<file path="src/rtl/sc_neuron_accumulator.sv">
// rtl/sc_neuron_accumulator.sv - windowed accumulate-and-threshold stage for a stochastic-computing neuron
//
// Purpose:
//   Sits directly after the neuron's combinational adder. It integrates
//   NUMBER_INPUTS weighted synapse values into a running accumulator. On the
//   last value of each window it registers the window total and a spike
//   decision (total >= threshold), then holds them on a valid/ready output
//   until downstream consumes the result. This is the neuron's
//   integrate-and-fire step: one decision per window.
//
// Configuration macro:
//   SC_NACC_SATURATE_EN  defined   -> saturating add; overflow marks any saturation
//                        undefined -> wrap-around add; overflow marks a carry-out
//
// Ports:
//   SC_NACC_CLOCK_50          in   clock, rising edge
//   SC_NACC_RESET_InHigh      in   asynchronous reset, active-high
//   SC_NACC_clear_InHigh      in   synchronous clear; aborts the window and drops any result
//   SC_NACC_data_InBUS        in   weighted input value, unsigned
//   SC_NACC_valid_InHigh      in   input data valid
//   SC_NACC_ready_OutHigh     out  block can accept input (combinational)
//   SC_NACC_threshold_InBUS   in   firing threshold, sampled on the last accept of a window
//   SC_NACC_sum_OutBUS        out  registered window total
//   SC_NACC_spike_OutHigh     out  registered spike decision
//   SC_NACC_overflow_OutHigh  out  sticky overflow flag for the current window
//   SC_NACC_valid_OutHigh     out  sum/spike/overflow are valid
//   SC_NACC_ready_InHigh      in   downstream consumes the result

module sc_neuron_accumulator #(
    parameter int NUMBER_DATAWIDTH = 8,
    parameter int NUMBER_INPUTS    = 4
) (
    input  logic                        SC_NACC_CLOCK_50,
    input  logic                        SC_NACC_RESET_InHigh,
    input  logic                        SC_NACC_clear_InHigh,
    input  logic [NUMBER_DATAWIDTH-1:0] SC_NACC_data_InBUS,
    input  logic                        SC_NACC_valid_InHigh,
    output logic                        SC_NACC_ready_OutHigh,
    input  logic [NUMBER_DATAWIDTH-1:0] SC_NACC_threshold_InBUS,
    output logic [NUMBER_DATAWIDTH-1:0] SC_NACC_sum_OutBUS,
    output logic                        SC_NACC_spike_OutHigh,
    output logic                        SC_NACC_overflow_OutHigh,
    output logic                        SC_NACC_valid_OutHigh,
    input  logic                        SC_NACC_ready_InHigh
);

    localparam int W     = NUMBER_DATAWIDTH;
    localparam int CNT_W = (NUMBER_INPUTS > 1) ? $clog2(NUMBER_INPUTS) : 1;
    localparam logic [CNT_W-1:0] LAST_CNT = CNT_W'(NUMBER_INPUTS - 1);

    typedef enum logic [0:0] {
        ST_ACC  = 1'b0,
        ST_DONE = 1'b1
    } state_t;

    state_t           state_q, state_d;
    logic [W-1:0]     acc_q, acc_d;
    logic [CNT_W-1:0] count_q, count_d;
    logic             overflow_q, overflow_d;
    logic [W-1:0]     sum_q, sum_d;
    logic             spike_q, spike_d;
    logic             valid_q, valid_d;

    logic             ready;
    logic             accept;
    logic [W:0]       add_full;
    logic             add_carry;
    logic [W-1:0]     add_res;

    assign ready  = (state_q == ST_ACC) && !SC_NACC_clear_InHigh;
    assign accept = SC_NACC_valid_InHigh && ready;

    // One extra bit captures the carry-out used for the overflow flag.
    always_comb begin
        add_full  = {1'b0, acc_q} + {1'b0, SC_NACC_data_InBUS};
        add_carry = add_full[W];
`ifdef SC_NACC_SATURATE_EN
        // Once the accumulator is all ones any further non-zero add carries
        // again, so the value stays pinned for the rest of the window.
        add_res   = add_carry ? {W{1'b1}} : add_full[W-1:0];
`else
        add_res   = add_full[W-1:0];
`endif
    end

    always_comb begin
        state_d    = state_q;
        acc_d      = acc_q;
        count_d    = count_q;
        overflow_d = overflow_q;
        sum_d      = sum_q;
        spike_d    = spike_q;
        valid_d    = valid_q;

        if (SC_NACC_clear_InHigh) begin
            // Clear outranks both the input accept and the output handshake.
            state_d    = ST_ACC;
            acc_d      = '0;
            count_d    = '0;
            overflow_d = 1'b0;
            sum_d      = '0;
            spike_d    = 1'b0;
            valid_d    = 1'b0;
        end else begin
            case (state_q)
                ST_ACC: begin
                    if (accept) begin
                        acc_d      = add_res;
                        overflow_d = overflow_q | add_carry;
                        if (count_q == LAST_CNT) begin
                            count_d = '0;
                            sum_d   = add_res;
                            spike_d = (add_res >= SC_NACC_threshold_InBUS);
                            valid_d = 1'b1;
                            state_d = ST_DONE;
                        end else begin
                            count_d = count_q + 1'b1;
                        end
                    end
                end
                ST_DONE: begin
                    // sum and spike stay as they are after consumption; only
                    // the window state restarts.
                    if (SC_NACC_ready_InHigh) begin
                        valid_d    = 1'b0;
                        acc_d      = '0;
                        count_d    = '0;
                        overflow_d = 1'b0;
                        state_d    = ST_ACC;
                    end
                end
                default: begin
                    state_d = ST_ACC;
                end
            endcase
        end
    end

    always_ff @(posedge SC_NACC_CLOCK_50 or posedge SC_NACC_RESET_InHigh) begin
        if (SC_NACC_RESET_InHigh) begin
            state_q    <= ST_ACC;
            acc_q      <= '0;
            count_q    <= '0;
            overflow_q <= 1'b0;
            sum_q      <= '0;
            spike_q    <= 1'b0;
            valid_q    <= 1'b0;
        end else begin
            state_q    <= state_d;
            acc_q      <= acc_d;
            count_q    <= count_d;
            overflow_q <= overflow_d;
            sum_q      <= sum_d;
            spike_q    <= spike_d;
            valid_q    <= valid_d;
        end
    end

    assign SC_NACC_ready_OutHigh    = ready;
    assign SC_NACC_sum_OutBUS       = sum_q;
    assign SC_NACC_spike_OutHigh    = spike_q;
    assign SC_NACC_overflow_OutHigh = overflow_q;
    assign SC_NACC_valid_OutHigh    = valid_q;

endmodule

</file>
<file path="config.mk">
export PLATFORM = sky130hd
export DESIGN_NAME = sc_neuron_accumulator
export DESIGN_NICKNAME = d
export VERILOG_FILES = /design/src/rtl/sc_neuron_accumulator.sv
export SDC_FILE = /design/constraint.sdc
export NUM_CORES = 1
export LEC_CHECK = 0
export BUFFER_PORTS_ARGS = -buffer_cell sky130_fd_sc_hd__buf_2
export CAP_MARGIN = 20
export CORE_MARGIN = 5
export CORE_UTILIZATION = 30
export CTS_BUF_LIST = sky130_fd_sc_hd__clkbuf_8
export DETAILED_ROUTE_END_ITERATION = 10
export GPL_ROUTABILITY_DRIVEN = 0
export HOLD_SLACK_MARGIN = 0.02
export PLACE_DENSITY = 0.57
export SKIP_LAST_GASP = 1
export SYNTH_ARGS = -nofsm -noshare
export SYNTH_HDL_FRONTEND = slang
export SYNTH_SLANG_ARGS = --single-unit
</file>
<file path="constraint.sdc">
create_clock -name SC_NACC_CLOCK_50 -period 3.6 [get_ports SC_NACC_CLOCK_50]
set_input_delay 0.72 -clock SC_NACC_CLOCK_50 [delete_from_list [all_inputs] [get_ports SC_NACC_CLOCK_50]]
set_output_delay 0.72 -clock SC_NACC_CLOCK_50 [all_outputs]
set_load 0.05 [all_outputs]
</file>
==> metrics.txt, run 1 <==
status finished, final reports clean; largest family of logic cells by synthesized area compound AO/OA/AOI/OAI gates; Die Y between 70 and 80 µm; Cell variety after synth 33; post-synthesis sequential area ratio 39.3%; Post-Route WL 3250 µm; Max-Cap Viols 0; clock sink total 22; All-Layer GR Usage 11.4%; DRC violations left 0; core footprint 4440 µm²; CTS tree built; hold_sp SC_NACC_sum_OutBUS[2]$_DFFE_PP0P_; number of synthesized flops with an enable pin 0; Slew Viols, Final 0; post-synthesis mux area share 0%; Main synth FF type dfrtp_1; Clk pin slew, worst setup/hold paths approximately 80 ps; CP most frequent cell ha_1; initial core utilization a little under a third; Synth Area in Simple Gates 15.9%; fraction of layout cells with a size suffix above 1 25.3%; number of buffers created by CTS 3; slowest cell on the critical path fa_1; startpoint types primary input; pwr dens 410 nW/µm²; Synth Area in XOR/XNOR 4.29%; Resized Gates After CTS 0; ANT nets after route 0; Final nets approximately 210; Post-DP HPWL 2490 µm; # port buffers 32; WHS Endpoint SC_NACC_sum_OutBUS[2]$_DFFE_PP0P_; Reg2Reg Depth 11; area delta synth->final 19.2%; Hold-fix buffers, CTS 0; Layout Cells excl Fill 226; Synth Warn # 0; WP data required 3750 ps; final setup fails 0; vias 1,119; num ports 33; VDD IR max 0.170 mV; crit path cell chain buf_2, ha_1, fa_1, a211oi_2, o21bai_1, a21oi_2, xnor2_1, ha_1, a41oi_1, o21ai_0, nor3_1, a21oi_1; final core utilization 37.6%; largest net degree at the start of global routing 23; Crit Path Class primary input to register; crit path DAT ~3100 ps; Setup Buffers After CTS 0; commonest non-fill, non-tap cells in the layout buf_2, dfrtp_1, ha_1; fin crit share 80.9%; critical path's largest stage delay 430 ps; Worst Path Max Fanout 3; R2R Setup Slk 850 ps; #FFs+latches synth 22; placed cells 222; Pre-Repair DR Iteration Count 4; RSZ-0062 raised after global routing no; syn nets 180; area of the mapped netlist about 1400 µm²; die width around 78 µm; clock skew 3.36 ps; wire per inst 14.4 µm; Cells after Synth about 140; P_leak 0.934 nW; grt ovf 0; FFs w/ async S/R, synth 100%; global-route wire length before repair 5610 µm; Post-Syn Area per Cell 9.94 µm²; Rows 24; via count of the first global-routing pass 1,174; initial antenna violation count 0; H-tree depth 1; Achievable Freq ~0.34 GHz; CP endpoint kind register; Final Critical Period 2910 ps; initial DRC count 35; Longest Clk Path Bufs 2; # diodes 0; Fin. Hold Viols 0; Hold Crit Depth 2; worst r2r src acc_q[0]$_DFFE_PP0P_; die area between 6000 and 7000 µm²; Rel. slew slack a little over two fifths; Clock Latency Late Sink 270 ps; complex-gate fraction of the synthesized area 19.6%; Synth Area in Adders 16.6%; Fin Setup TNS 0 ps; via-per-instance ratio 4.95; FF-to-FF End SC_NACC_spike_OutHigh$_DFFE_PP0P_; most common cell after layout, fill and taps aside buf_2; worst slew pin tran 873 ps; Worst Hold Class register to register; root buffer cell clkbuf_8
==> cell usage after synthesis, drive strengths merged (2+ instances only) <==
| cell type | n | area [µm²] |
|---|---|---|
| a21o | 6 | 47.6 |
| a21oi | 12 | 67.6 |
| a22o | 9 | 78.8 |
| a22oi | 2 | 15.0 |
| clkbuf | 3 | 11.3 |
| dfrtp | 22 | 551 |
| ha | 17 | 213 |
| inv | 11 | 41.3 |
| nand2 | 13 | 48.8 |
| nand3 | 3 | 15.0 |
| nand3b | 5 | 37.5 |
| nand4 | 2 | 12.5 |
| nor2 | 6 | 22.5 |
| nor2b | 4 | 25.0 |
| nor3b | 4 | 35.0 |
| o21ai | 5 | 25.0 |
| xnor2 | 4 | 42.6 |
| xor2 | 2 | 17.5 |
==> power breakdown <==
part | total (mW) | switching (mW) | internal, mW
Combinational | 0.228 | 0.132 | 0.0957
Clock | 0.183 | 0.0856 | 0.0977
Sequential | 0.274 | 0.0110 | 0.263
Total | 0.685 | 0.229 | 0.457
==> critical path, delay by kind of cell <==
| kind | cells | cell delay [ps] |
|---|---|---|
| adders and majority gates | 3 | 960 |
| AOI/OAI and AO/OA | 6 | 930 |
| xor gates and xnor gates | 1 | 190 |
| and+or+nand+nor | 1 | 160 |
| buffers and inverters | 1 | 100 |
==> per-stage QoR <==
step	hold slack [ps]	power, mW	worst slack (ps)	area, µm²
after global placement	495	0.506	481	1620
after global routing	534	0.735	457	1670
after floorplan	477	0.447	730	1400
after detailed placement	494	0.507	410	1620
after CTS	519	0.693	683	1670
final	513	0.685	688	1670
==> worst max-delay path by stage <==
stage | startpoint | end | slack, ps | cells after the start
floorplan | SC_NACC_data_InBUS[0] | SC_NACC_spike_OutHigh$_DFFE_PP0P_ | 730 | 11
global placement | SC_NACC_data_InBUS[0] | SC_NACC_spike_OutHigh$_DFFE_PP0P_ | 480 | 12
detailed placement | SC_NACC_data_InBUS[0] | SC_NACC_spike_OutHigh$_DFFE_PP0P_ | 410 | 12
CTS | SC_NACC_data_InBUS[0] | SC_NACC_spike_OutHigh$_DFFE_PP0P_ | 680 | 12
global route | SC_NACC_data_InBUS[0] | SC_NACC_spike_OutHigh$_DFFE_PP0P_ | 460 | 12
finish | SC_NACC_data_InBUS[0] | SC_NACC_spike_OutHigh$_DFFE_PP0P_ | 690 | 12
==> cell families (layout without fill, tap and decap cells) <==
kind of cell,Yosys count,count (layout)
xor+xnor,6,6
compound gates,39,39
simple gates,41,41
flops,22,22
buf+inv,15,48
fa+ha+maj,18,18
==> registers in the layout (all words and copies together) (netlist names) <==
signal and count:
SC_NACC_valid_OutHigh 1, state_q 1, SC_NACC_overflow_OutHigh 1, acc_q 8
SC_NACC_spike_OutHigh 1, SC_NACC_sum_OutBUS 8, count_q 2
==> per-layer routing <==
metal | vias up | global-route usage [%] | part of all wire [%]
li1 | 571 | - | -
met1 | 517 | 16.0 | 52
met2 | 26 | 17.9 | 44
met3 | 5 | 1.49 | 3.3
met4 | 0 | 4.20 | 1.2
met5 | - | 0 | 0
==> layout make-up <==
class	count	area, µm²
inverters	11	41.3
clock buffers	4	55.1
fillers	479	2770
well taps	52	65.1
multi-input cells	104	791
repair buffers	33	168
flip-flops and latches	22	551
Power figures use the tool's default switching activity.
==> inputs of run 2 (changes only) <==
--- a/config.mk
+++ b/config.mk
@@ -13,7 +13,7 @@
 export DETAILED_ROUTE_END_ITERATION = 10
 export GPL_ROUTABILITY_DRIVEN = 0
 export HOLD_SLACK_MARGIN = 0.02
-export PLACE_DENSITY = 0.57
+export PLACE_DENSITY = 0.58
 export SKIP_LAST_GASP = 1
 export SYNTH_ARGS = -nofsm -noshare
 export SYNTH_HDL_FRONTEND = slang
==> constraint.sdc (replaced) <==
create_clock -name SC_NACC_CLOCK_50 -period 2.54 [get_ports SC_NACC_CLOCK_50]
set_input_delay 0.508 -clock SC_NACC_CLOCK_50 [delete_from_list [all_inputs] [get_ports SC_NACC_CLOCK_50]]
set_output_delay 0.508 -clock SC_NACC_CLOCK_50 [all_outputs]
set_load 0.05 [all_outputs]
==> run 2 against run 1 <==
  * Count of clock-buffer cells in the layout is the same
  * Setup slack worse by 610 ps
  * Worst hold slack worse by 110 ps
  * Design area is 10% higher
  * Cell count is 7.1% higher
  * Critical path type is now register to register
  * Critical path depth is 1 lower
  * Highest routed layer unchanged
  * Wire length up 3.6%
  * Register-to-register slack worse by 770 ps
==> metrics.txt, run 2 (same netlist as run 1, synthesis figures left out) <==
Slew Viols, Final 0; critical path's top delay family compound AO/OA/AOI/OAI gates; Rel. slew slack 43.7%; DP Worst Slack -300 ps; via-per-instance ratio a little under 5; core footprint 4440 µm²; Seq pwr share 35.7%; VDD IR max between 0.2 and 0.25 mV; All-Layer GR Usage 11.5%; Fin. Hold Viols 0; root buffer cell clkbuf_8; most common cell after layout, fill and taps aside buf_2; vias 1,167; wire per inst 13.9 µm; Pre-Repair DR Iteration Count 4; Rows 24; initial core utilization 31.5%; clock share of power a little under a quarter; Post-Route WL 3370 µm; crit path cell chain ha_4, fa_2, a211oi_2, o21bai_1, a21oi_2, xnor2_2, ha_4, a41oi_2, o21ai_2, nor3_2, a21oi_1; Clk pin slew, worst setup/hold paths 80 ps; Worst Path Buf+Inv 0; CP most frequent cell ha_4; fraction of layout cells with a size suffix above 1 35.8%; commonest non-fill, non-tap cells in the layout buf_2, dfrtp_1, buf_4; ANT nets after route 0; Gate power share 40.7%; Post-DP HPWL 2570 µm; Worst Hold Class primary input to asynchronous set/reset pin; status finished, final reports clean; P_leak 1.02 nW; number of buffers created by CTS 3; die area 6140 µm²; Achievable Freq 0.406 GHz; Pwr Total about 1.1 mW; final setup fails 0; Clock Latency Late Sink 260 ps; critical path's largest stage delay 420 ps; Sw Pwr 0.358 mW; Die Y 78.3 µm; pwr dens 593 nW/µm²; clock sink total 22; die width 78.3 µm; crit path DAT between 2000 and 3000 ps; RSZ-0062 raised after global routing yes; initial antenna violation count 0; largest net degree at the start of global routing 23; Crit Path Class register to register; switching share of power 32.7%; CP endpoint kind register; global-route wire length before repair 5760 µm; # port buffers 32; WP data required 2690 ps; Fill cells 463; num ports 33; fin worst setup slack about 80 ps; startpoint types register; H-tree depth 1; Worst Path Max Fanout 3; DRC violations left 0; # diodes 0; initial DRC count 36; area delta synth->final 31.7%; Longest Clk Path Bufs 2; grt ovf 0; Final nets 230; CTS tree built; clock skew about 2.7 ps; slowest cell on the critical path dfrtp_1; via count of the first global-routing pass about 1,300; Max-Cap Viols 0; fin crit share 96.9%; Final Critical Period 2460 ps; worst slew pin tran 843 ps; cell internal pwr 0.736 mW
==> run 2: through the flow <==
step / setup TNS [ps] / utilization (%) / cells / cell area, µm² / hold slack [ps]
after global routing: -89.7 / 41.5 / 242 / 1850 / 512
after CTS: -23.5 / 41.2 / 240 / 1830 / 439
after detailed placement: -300 / 38.4 / 233 / 1710 / 496
final: 0 / 41.5 / 242 / 1850 / 401
after floorplan: -6.33 / - / 141 / 1410 / 477
after global placement: -218 / 38.4 / 233 / 1710 / 499
==> run 2: power groups by stage <==
| stage | Combinational (mW) | Clock (mW) | Sequential, mW |
|---|---|---|---|
| 2_1_floorplan | 0.237 | 0 | 0.405 |
| 3_3_place_gp | 0.378 | 0 | 0.398 |
| 3_5_place_dp | 0.383 | 0 | 0.398 |
| 4_1_cts | 0.433 | 0.259 | 0.392 |
| 5_1_grt | 0.495 | 0.275 | 0.394 |
| 6_report | 0.446 | 0.258 | 0.391 |
==> run 2: worst reg2reg max path, cell delays in order, from the launching register on <==
cell	delay (ps)
dfrtp_1	420
ha_4	180
fa_2	350
a211oi_2	200
o21bai_1	120
a21oi_2	190
xnor2_2	170
ha_4	250
a41oi_2	190
o21ai_2	100
nor3_2	110
a21oi_1	80
==> run 2: layout make-up <==
class	instances	area, µm²	share of cell area (%)
Tap cell	52	65.1	3.53
Clock buffer	4	55.1	2.98
Multi-Input combinational cell	104	846	45.8
Inverter	11	41.3	2.24
Sequential cell	22	551	29.8
Timing Repair Buffer	49	288	15.6
==> run 2: path summary, 6_finish.rpt <==
check,start,depth (start not counted),to,slack [ps]
max in group asynchronous,SC_NACC_RESET_InHigh,2,acc_q[3]$_DFFE_PP0P_,1620
max reg2reg,acc_q[0]$_DFFE_PP0P_,11,SC_NACC_spike_OutHigh$_DFFE_PP0P_,80
min in group SC_NACC_CLOCK_50,acc_q[7]$_DFFE_PP0P_,1,acc_q[7]$_DFFE_PP0P_,520
max,acc_q[0]$_DFFE_PP0P_,11,SC_NACC_spike_OutHigh$_DFFE_PP0P_,80
min reg2reg,acc_q[7]$_DFFE_PP0P_,1,acc_q[7]$_DFFE_PP0P_,520
min,SC_NACC_RESET_InHigh,2,SC_NACC_valid_OutHigh$_DFFE_PP0P_,400
==> run 2: per-layer routing <==
layer  global-route usage [%]  part of all wire, %  up-vias
met5                        0                    0        -
met1                     14.7                   47      531
met3                     3.66                  5.9        4
met4                     1.57                  1.0        0
li1                         -                    -      599
met2                     19.4                   46       33
==> run 2: repair_timing <==
item | 4_1_cts | 5_1_grt
resized for setup | 7 | 0
pin swaps | 11 | 10
setup endpoints to repair | 1 | 1
buffers inserted | 3 | 2
hold buffers | 0 | 0
==> inputs of run 3 (changes only) <==
==> constraint.sdc (replaced) <==
create_clock -name SC_NACC_CLOCK_50 -period 2.54 [get_ports SC_NACC_CLOCK_50]
set_input_delay 0.254 -clock SC_NACC_CLOCK_50 [delete_from_list [all_inputs] [get_ports SC_NACC_CLOCK_50]]
set_output_delay 0.254 -clock SC_NACC_CLOCK_50 [all_outputs]
set_load 0.05 [all_outputs]
==> run 3 against run 2 <==
  * Largest power group unchanged
  * Clock power grew 2%
  * Highest routed layer unchanged
  * Wire length rose by 0.95%
  * Maximum frequency fell by 3.2%
  * Sequential power hardly changed
  * The run now ends with setup timing left
  * Total power shrank 2.7%
==> metrics.txt, run 3 (same netlist as run 1, synthesis figures left out) <==
status finished, violations left; violated checks setup timing; CP endpoint kind register; Worst Hold Class primary input to asynchronous set/reset pin; crit path DAT about 2700 ps; area delta synth->final 27.2%; crit path cell chain ha_4, fa_2, a211oi_2, o21bai_1, a21oi_2, xnor2_2, ha_4, a41oi_2, o21ai_2, o22ai_1, a21oi_1; num ports 33; die area about 6000 µm²; Gate power share 38.8%; # port buffers 32; clock sink total 22; grt ovf 0; ANT nets after route 0; final setup fails 1; H-tree depth 1; switching share of power 33.6%; fin worst setup slack -0.469 ps; WP data required 2700 ps; Sw Pwr 0.358 mW; number of buffers created by CTS 3; largest net degree at the start of global routing 23; core footprint 4440 µm²; fraction of layout cells with a size suffix above 1 between 30% and 40%; RSZ-0062 raised after global routing yes; Post-Route WL 3400 µm; DRC violations left 0; Rel. slew slack 42.7%; global-route wire length before repair 5810 µm; Final nets between 200 and 250; DP Area 1640 µm²; Worst Path Max Fanout 3; Hold-fix buffers, CTS 0; pwr dens 597 nW/µm²; Pwr Total 1.07 mW; VDD IR max ~0.28 mV; most common cell after layout, fill and taps aside buf_2; Pre-Repair DR Iteration Count 4; clock skew 3.25 ps; initial antenna violation count 0; All-Layer GR Usage a little under an eighth; Clock Latency Late Sink 270 ps; startpoint types register; P_leak 0.972 nW; die width 78.3 µm; cell internal pwr 0.708 mW; initial DRC count 39; Seq pwr share 36.6%; Rows 24; fin crit share 100%; vias 1,138; initial core utilization 31.5%; Max-Cap Viols 0; # diodes 0; clock share of power about a quarter; Reg2Reg Depth 11; Die Y 78.3 µm; Post-DP HPWL 2530 µm; Slew Viols, Final 0; Fin. Hold Viols 0; worst r2r src acc_q[0]$_DFFE_PP0P_; slowest cell on the critical path dfrtp_1; wire per inst 14.6 µm; Final Critical Period between 2000 and 3000 ps; Clk pin slew, worst setup/hold paths 90 ps; critical path's largest stage delay roughly 420 ps; Achievable Freq 0.394 GHz; CP most frequent cell ha_4; post-route cell area 1780 µm²; root buffer cell clkbuf_8; via-per-instance ratio 4.88; via count of the first global-routing pass 1,211; CTS tree built; Setup crit start acc_q[0]$_DFFE_PP0P_; Longest Clk Path Bufs 2; commonest non-fill, non-tap cells in the layout buf_2, dfrtp_1, nand2_1, ha_1, inv_1; Crit Path Class register to register; worst slew pin tran 859 ps
-- run 3: worst paths after layout --
| check | endpoint | slack, ps |
|---|---|---|
| hold / removal | SC_NACC_valid_OutHigh$_DFFE_PP0P_ | 140 |
| max in group asynchronous | acc_q[4]$_DFFE_PP0P_ | 1860 |
| hold reg to reg | SC_NACC_sum_OutBUS[1]$_DFFE_PP0P_ | 510 |
| setup / recovery | SC_NACC_spike_OutHigh$_DFFE_PP0P_ | -0.5 |
| setup reg to reg | SC_NACC_spike_OutHigh$_DFFE_PP0P_ | -0.5 |
| min in group SC_NACC_CLOCK_50 | state_q$_DFF_PP0_ | 280 |
-- run 3: stage by stage --
stage               cells  setup slack (ps)  util (%)  hold slack (ps)  TNS [ps]
finish                233            -0.469      40.1              143    -0.469
floorplan             141              36.4         -              243         0
CTS                   230              21.9      38.7              207         0
detailed placement    225              -105      36.9              493      -105
global placement      225             -29.2      36.9              480     -29.2
global route          233             -97.8      40.1              256     -97.8
-- run 3: power by group through the flow --
stage / registers (mW) / logic (mW) / clock network, mW
3_5_place_dp: 0.396 / 0.340 / 0
3_3_place_gp: 0.396 / 0.336 / 0
2_1_floorplan: 0.405 / 0.229 / 0
5_1_grt: 0.393 / 0.463 / 0.281
6_report: 0.389 / 0.413 / 0.263
4_1_cts: 0.389 / 0.373 / 0.265
-- run 3: layout make-up --
class                   instances  area (µm²)
clock buffers                   4        55.1
fillers                       456        2660
inverters                      11        41.3
multi-input cells             104         851
flip-flops and latches         22         551
well taps                      52        65.1
repair buffers                 40         220
-- run 3: critical path, delay by kind of cell (launching register included) --
family	cells	cell delay, ps
XOR/XNOR	1	180
flip-flops	1	420
adder cells (fa/ha/maj)	3	840
AO/OA/AOI/OAI	7	1020
-- run 3: what timing repair did --
| action | in CTS | in global routing |
|---|---|---|
| setup buffers | 1 | 3 |
| pin swaps | 7 | 11 |
| setup endpoints to repair | 1 | 1 |
| resized for setup | 6 | 6 |
-- run 3: routing by layer --
layer  track usage [%]  wire [µm]  share of wire [%]  vias to the layer above
met5                 0          0                  0                        -
met4              1.05          8               0.24                        0
met3              3.20        193                5.7                        2
met2              17.8       1550                 45                       30
met1              16.9       1660                 49                      524
li1                  -          -                  -                      582
